$ cat config.mk
export PLATFORM = sky130hd
export DESIGN_NAME = nonblocking_pipeline
export DESIGN_NICKNAME = d
export VERILOG_FILES = /design/src/rtl/nonblocking_pipeline_pkg.sv /design/src/rtl/nonblocking_pipeline_pipe_stage.sv /design/src/rtl/nonblocking_pipeline.sv
export SDC_FILE = /design/constraint.sdc
export NUM_CORES = 1
export LEC_CHECK = 0
export ABC_CLOCK_PERIOD_IN_PS = 2400
export CORE_MARGIN = 4
export CORE_UTILIZATION = 40
export CTS_CLUSTER_DIAMETER = 50
export DETAILED_ROUTE_END_ITERATION = 7
export PLACE_DENSITY = 0.74
export SYNTH_ARGS = -nofsm -noshare
export SYNTH_HDL_FRONTEND = slang
export SYNTH_SLANG_ARGS = --single-unit
$ cat constraint.sdc
create_clock -name clk -period 2.4 [get_ports clk]
set_input_delay 0.24 -clock clk [delete_from_list [all_inputs] [get_ports clk]]
set_output_delay 0.24 -clock clk [all_outputs]
set_load 0.01 [all_outputs]
$ cat src/rtl/nonblocking_pipeline_pkg.sv
`default_nettype none
// ============================================================================
// Module   : nonblocking_pkg
// Brief    : Shared constants and payload type for the a/b/c -> x pipeline.
// Revision : 1.0 - initial release
// ============================================================================
package nonblocking_pkg;

    // Default operand / result width.
    localparam int unsigned DEFAULT_WIDTH = 8;

    // Number of registered stages between operand acceptance and result.
    localparam int unsigned NUM_STAGES = 3;

    // Stage S1 payload at the default width: operand a (data), b and c.
    typedef struct packed {
        logic [DEFAULT_WIDTH-1:0] data;
        logic [DEFAULT_WIDTH-1:0] b;
        logic [DEFAULT_WIDTH-1:0] c;
    } s1_payload_t;

endpackage : nonblocking_pkg
`default_nettype wire

$ cat src/rtl/nonblocking_pipeline_pipe_stage.sv
`default_nettype none
// ============================================================================
// Module   : pipe_stage
// Brief    : One elastic pipeline stage: a valid bit plus a payload register.
//            Loads upstream valid/payload when i_adv is high, holds otherwise.
// Revision : 1.0 - initial release
// ============================================================================
module pipe_stage #(
    parameter int unsigned DATA_W = 8
) (
    input  logic              clk,
    input  logic              rst,
    input  logic              i_adv,
    input  logic              i_valid,
    input  logic [DATA_W-1:0] i_data,
    output logic              o_valid,
    output logic [DATA_W-1:0] o_data
);

    logic              r_valid;
    logic [DATA_W-1:0] r_data;

    // Load from upstream when the stage may advance; otherwise hold.
    always_ff @(posedge clk) begin
        if (rst) begin
            r_valid <= 1'b0;
            r_data  <= '0;
        end else if (i_adv) begin
            r_valid <= i_valid;
            r_data  <= i_data;
        end
    end

    assign o_valid = r_valid;
    assign o_data  = r_data;

endmodule : pipe_stage
`default_nettype wire

$ cat src/rtl/nonblocking_pipeline.sv
`default_nettype none
// ============================================================================
// Module   : nonblocking_pipeline
// Brief    : Three-stage valid/ready pipeline computing x = (a ^ b) | c.
//            S1 captures operands, S2 forms a ^ b, S3 forms the final OR.
//            Optional macro NONBLOCKING_PIPELINE_ACCUM_EN adds an XOR
//            accumulator (port acc) over every consumed result.
// Revision : 1.0 - initial release
// ============================================================================
module nonblocking_pipeline
    import nonblocking_pkg::*;
#(
    parameter int unsigned WIDTH = DEFAULT_WIDTH
) (
    input  logic             clk,
    input  logic             rst,
    input  logic             in_valid,
    output logic             in_ready,
    input  logic [WIDTH-1:0] a,
    input  logic [WIDTH-1:0] b,
    input  logic [WIDTH-1:0] c,
    output logic             out_valid,
    input  logic             out_ready,
    output logic [WIDTH-1:0] x,
`ifdef NONBLOCKING_PIPELINE_ACCUM_EN
    output logic [WIDTH-1:0] acc,
`endif
    output logic             busy
);

    // S1 payload at the configured width (same layout as s1_payload_t).
    typedef struct packed {
        logic [WIDTH-1:0] data;
        logic [WIDTH-1:0] b;
        logic [WIDTH-1:0] c;
    } s1_t;

    typedef struct packed {
        logic [WIDTH-1:0] data;
        logic [WIDTH-1:0] c;
    } s2_t;

    logic             w_v1;
    logic             w_v2;
    logic             w_v3;
    logic             w_adv1;
    logic             w_adv2;
    logic             w_adv3;
    s1_t              w_s1_in;
    s1_t              w_s1_q;
    s2_t              w_s2_in;
    s2_t              w_s2_q;
    logic [WIDTH-1:0] w_s3_in;
    logic [WIDTH-1:0] w_s3_q;
    logic [NUM_STAGES-1:0] w_valid;

    // Backpressure chain: a stage may advance if it is empty or its
    // downstream neighbour advances too.
    always_comb begin
        w_adv3 = !w_v3 || out_ready;
        w_adv2 = !w_v2 || w_adv3;
        w_adv1 = !w_v1 || w_adv2;
    end

    // Reset empties every stage, so the input side reports ready while rst
    // is asserted; anything presented then is discarded by the stage reset.
    assign in_ready = rst || w_adv1;

    // Per-stage combinational functions feeding each register.
    always_comb begin
        w_s1_in.data = a;
        w_s1_in.b    = b;
        w_s1_in.c    = c;
        w_s2_in.data = w_s1_q.data ^ w_s1_q.b;
        w_s2_in.c    = w_s1_q.c;
        w_s3_in      = w_s2_q.data | w_s2_q.c;
    end

    pipe_stage #(.DATA_W(3 * WIDTH)) u_s1 (
        .clk     (clk),
        .rst     (rst),
        .i_adv   (w_adv1),
        .i_valid (in_valid),
        .i_data  (w_s1_in),
        .o_valid (w_v1),
        .o_data  (w_s1_q)
    );

    pipe_stage #(.DATA_W(2 * WIDTH)) u_s2 (
        .clk     (clk),
        .rst     (rst),
        .i_adv   (w_adv2),
        .i_valid (w_v1),
        .i_data  (w_s2_in),
        .o_valid (w_v2),
        .o_data  (w_s2_q)
    );

    pipe_stage #(.DATA_W(WIDTH)) u_s3 (
        .clk     (clk),
        .rst     (rst),
        .i_adv   (w_adv3),
        .i_valid (w_v2),
        .i_data  (w_s3_in),
        .o_valid (w_v3),
        .o_data  (w_s3_q)
    );

    assign w_valid   = {w_v3, w_v2, w_v1};
    assign busy      = |w_valid;
    assign out_valid = w_v3;
    assign x         = w_s3_q;

`ifdef NONBLOCKING_PIPELINE_ACCUM_EN
    logic [WIDTH-1:0] r_acc;

    // Fold every consumed result into the running XOR signature.
    always_ff @(posedge clk) begin
        if (rst) begin
            r_acc <= '0;
        end else if (w_v3 && out_ready) begin
            r_acc <= r_acc ^ w_s3_q;
        end
    end

    assign acc = r_acc;
`endif

endmodule : nonblocking_pipeline
`default_nettype wire

==> metrics.txt <==
CP Launch Type flip-flop; first-pass GRT wire length 6.51 mm; remaining antenna violation count after routing 0; Clock Latency Late Sink 310 ps; worst path required time 2160 ps; Final Hold Fails 0; pins over their slew limit 0; power after layout 1730 uW; Avg Cell Area, Syn 10.7 um2; n_diodes 0; Max Fclk 0.483 GHz; RSZ-0062 raised after global routing false; mapped cell area 2300 um2; Crit path arrival time 1830 ps; number of I/O port buffers 38; antenna violations before repair 0; final setup margin 331 ps; post-synthesis mux area share 0.139; boundary pin count 39; drt drc 0; largest family of logic cells by synthesized area simple AND/OR/NAND/NOR gates; Slew HR 0.618; Initial DRT Pass Iterations 4; total negative slack 0 ps; CP Capture Type output port; area grow syn2layout 20.6%; Reg area 1020 um2; Synth cell types 26; Die Ht 83.9 um; maximum VDD drop 0.304 mV; Congestion Overflow GR 0; critical path type flip-flop to output port; sequential area share after synthesis 0.443; Setup Buffers After CTS 0; Synth Area in Compound Gates 0.0651; vias in the first global route 1,447; clock sinks 51; final setup fails 0; Worst-Margin Slew 573 ps; Avg WL per Cell 12.2 um; largest net degree at the start of global routing 76; Core Area 5540 um2; Power Density 624 nW/um2; Fill cells 544; CTS H-tree depth 2; gpl congestion 0.746; Post-Synth Adder-Cell Area 0; Final min period 2070 ps; Synth Warn # 0; drt initial violations 80; clk buf depth 2; post_cts resized 0; Final period util 0.862; Post-Syn Instances 216; simple-gate share of the synthesized area 0.259; status complete, no violations; DIE AREA 7040 um2; hold_sp u_s1.o_valid; vias per cell 4.73; Place WS 537 ps; Final Net Count 275; CTS tree built; Inst Count DP 312; Rows 27; footprint of the multi-input gates 1140 um2; crit path max fanout 13; Post-Synth XOR/XNOR Area 0.0304; vias post-DR 1,515; synthesized flop and latch total 51; cts bufs inserted 5; Post-Syn Nets 244; CTS Hold Bufs 0; hpwl dp 2.67 mm; root buf cell clkbuf_8; Initial Util 0.416; Total GRT Usage 0.116; maxcap violations 0; R2R Path Start u_s2.o_valid; Leak 0.000964 uW; Clock Skews 9.29 ps; die width 83.9 um; share of post-route cells with drive strength above 1 0.0927; Clk pin slew, worst setup/hold paths 80 ps; crit path launch u_s2.o_valid; Non-Filler Instances 320; total wire length 3.90 mm; Hold Path Class flip-flop to flip-flop
[logic make-up (layout without fill, tap and decap cells)]
kind of cell / Yosys count / in the layout
AOI/OAI and AO/OA: 19 / 19
xor gates and xnor gates: 8 / 8
buffers and inverters: 20 / 52
DFF: 51 / 51
muxes: 32 / 32
and+or+nand+nor: 86 / 86
[worst paths after layout]
path                     end  slack, ps  cells past startpoint
max reg2reg  u_s1.o_data[20]        890                      3
min reg2reg     u_s2.o_valid        460                      2
min             u_s2.o_valid        460                      2
max                 in_ready        330                      3
[metal layers]
layer  vias to the layer above  share of wire  GRT usage
met5                         -              0          0
met4                         0          0.019     0.0570
met3                         6          0.049     0.0365
met2                        31           0.45      0.177
met1                       680           0.48      0.147
li1                        798              -          -
[synthesized netlist by cell type, drive strengths merged]
library cell / instances / area [um2]
and4bb: 7 / 87.6
and4b: 1 / 10.0
o21ba: 1 / 10.0
or3: 1 / 6.26
clkbuf: 6 / 23.8
dfxtp: 51 / 1020
nor3b: 8 / 60.1
xnor2: 8 / 70.1
inv: 2 / 7.51
mux2i: 32 / 320
a21oi: 2 / 10.0
buf: 12 / 115
nand3b: 1 / 20.0
nor4bb: 1 / 10.0
and3b: 1 / 8.76
nand2b: 57 / 357
a211oi: 16 / 130
nor2: 8 / 30.0
or2b: 1 / 7.51
[final cells by class]
type,instances,share of cell area
well taps,72,0.0324
clock inverters,2,0.0126
inverters,2,0.00270
repair buffers,42,0.146
flip-flops and latches,51,0.367
clock buffers,6,0.0297
multi-input cells,145,0.409
[registers in the layout, indices dropped and copies added (netlist names)]
| signal | flops |
|---|---|
| u_s1.o_data | 24 |
| u_s2.o_data | 16 |
| u_s3.o_data | 8 |
| u_s1.o_valid | 1 |
| u_s2.o_valid | 1 |
| u_s3.o_valid | 1 |
[cell usage in the layout, fill, tap and decap left out, drive strengths merged]
master | synthesis | routed
clkinv | 0 | 1
xnor2 | 8 | 8
buf | 12 | 5
bufinv | 0 | 1
clkdlybuf4s50 | 0 | 37
nor3b | 8 | 8
nor4bb | 1 | 1
nand2b | 57 | 57
dfxtp | 51 | 51
nand3b | 1 | 1
mux2i | 32 | 32
clkbuf | 6 | 6
o21ba | 1 | 1
a21oi | 2 | 2
nor2 | 8 | 8
a211oi | 16 | 16
and4bb | 7 | 7
or3 | 1 | 1
or2b | 1 | 1
inv | 2 | 2
and3b | 1 | 1
and4b | 1 | 1
[through the flow]
step / instance area [um2] / utilization / hold slack [ps]
after detailed placement: 2660 / 0.480 / 457
final: 2780 / 0.502 / 464
after global routing: 2780 / 0.502 / 489
after floorplan: 2300 / - / 382
after global placement: 2660 / 0.480 / 449
after CTS: 2780 / 0.502 / 468
[critical path, cell delays in order, from the launching register on]
cell	delay, ps
dfxtp_1	550
and4b_1	270
or2b_1	230
clkdlybuf4s50_1	470
[power breakdown]
| part | total, uW | switching [uW] | internal, uW | leakage [uW] |
|---|---|---|---|---|
| Combinational | 194 | 71.6 | 122 | 0.000481 |
| Clock | 615 | 277 | 337 | 0.0000612 |
| Sequential | 924 | 27.9 | 896 | 0.000423 |
| Total | 1730 | 377 | 1360 | 0.000964 |
Power figures use the tool's default switching activity.
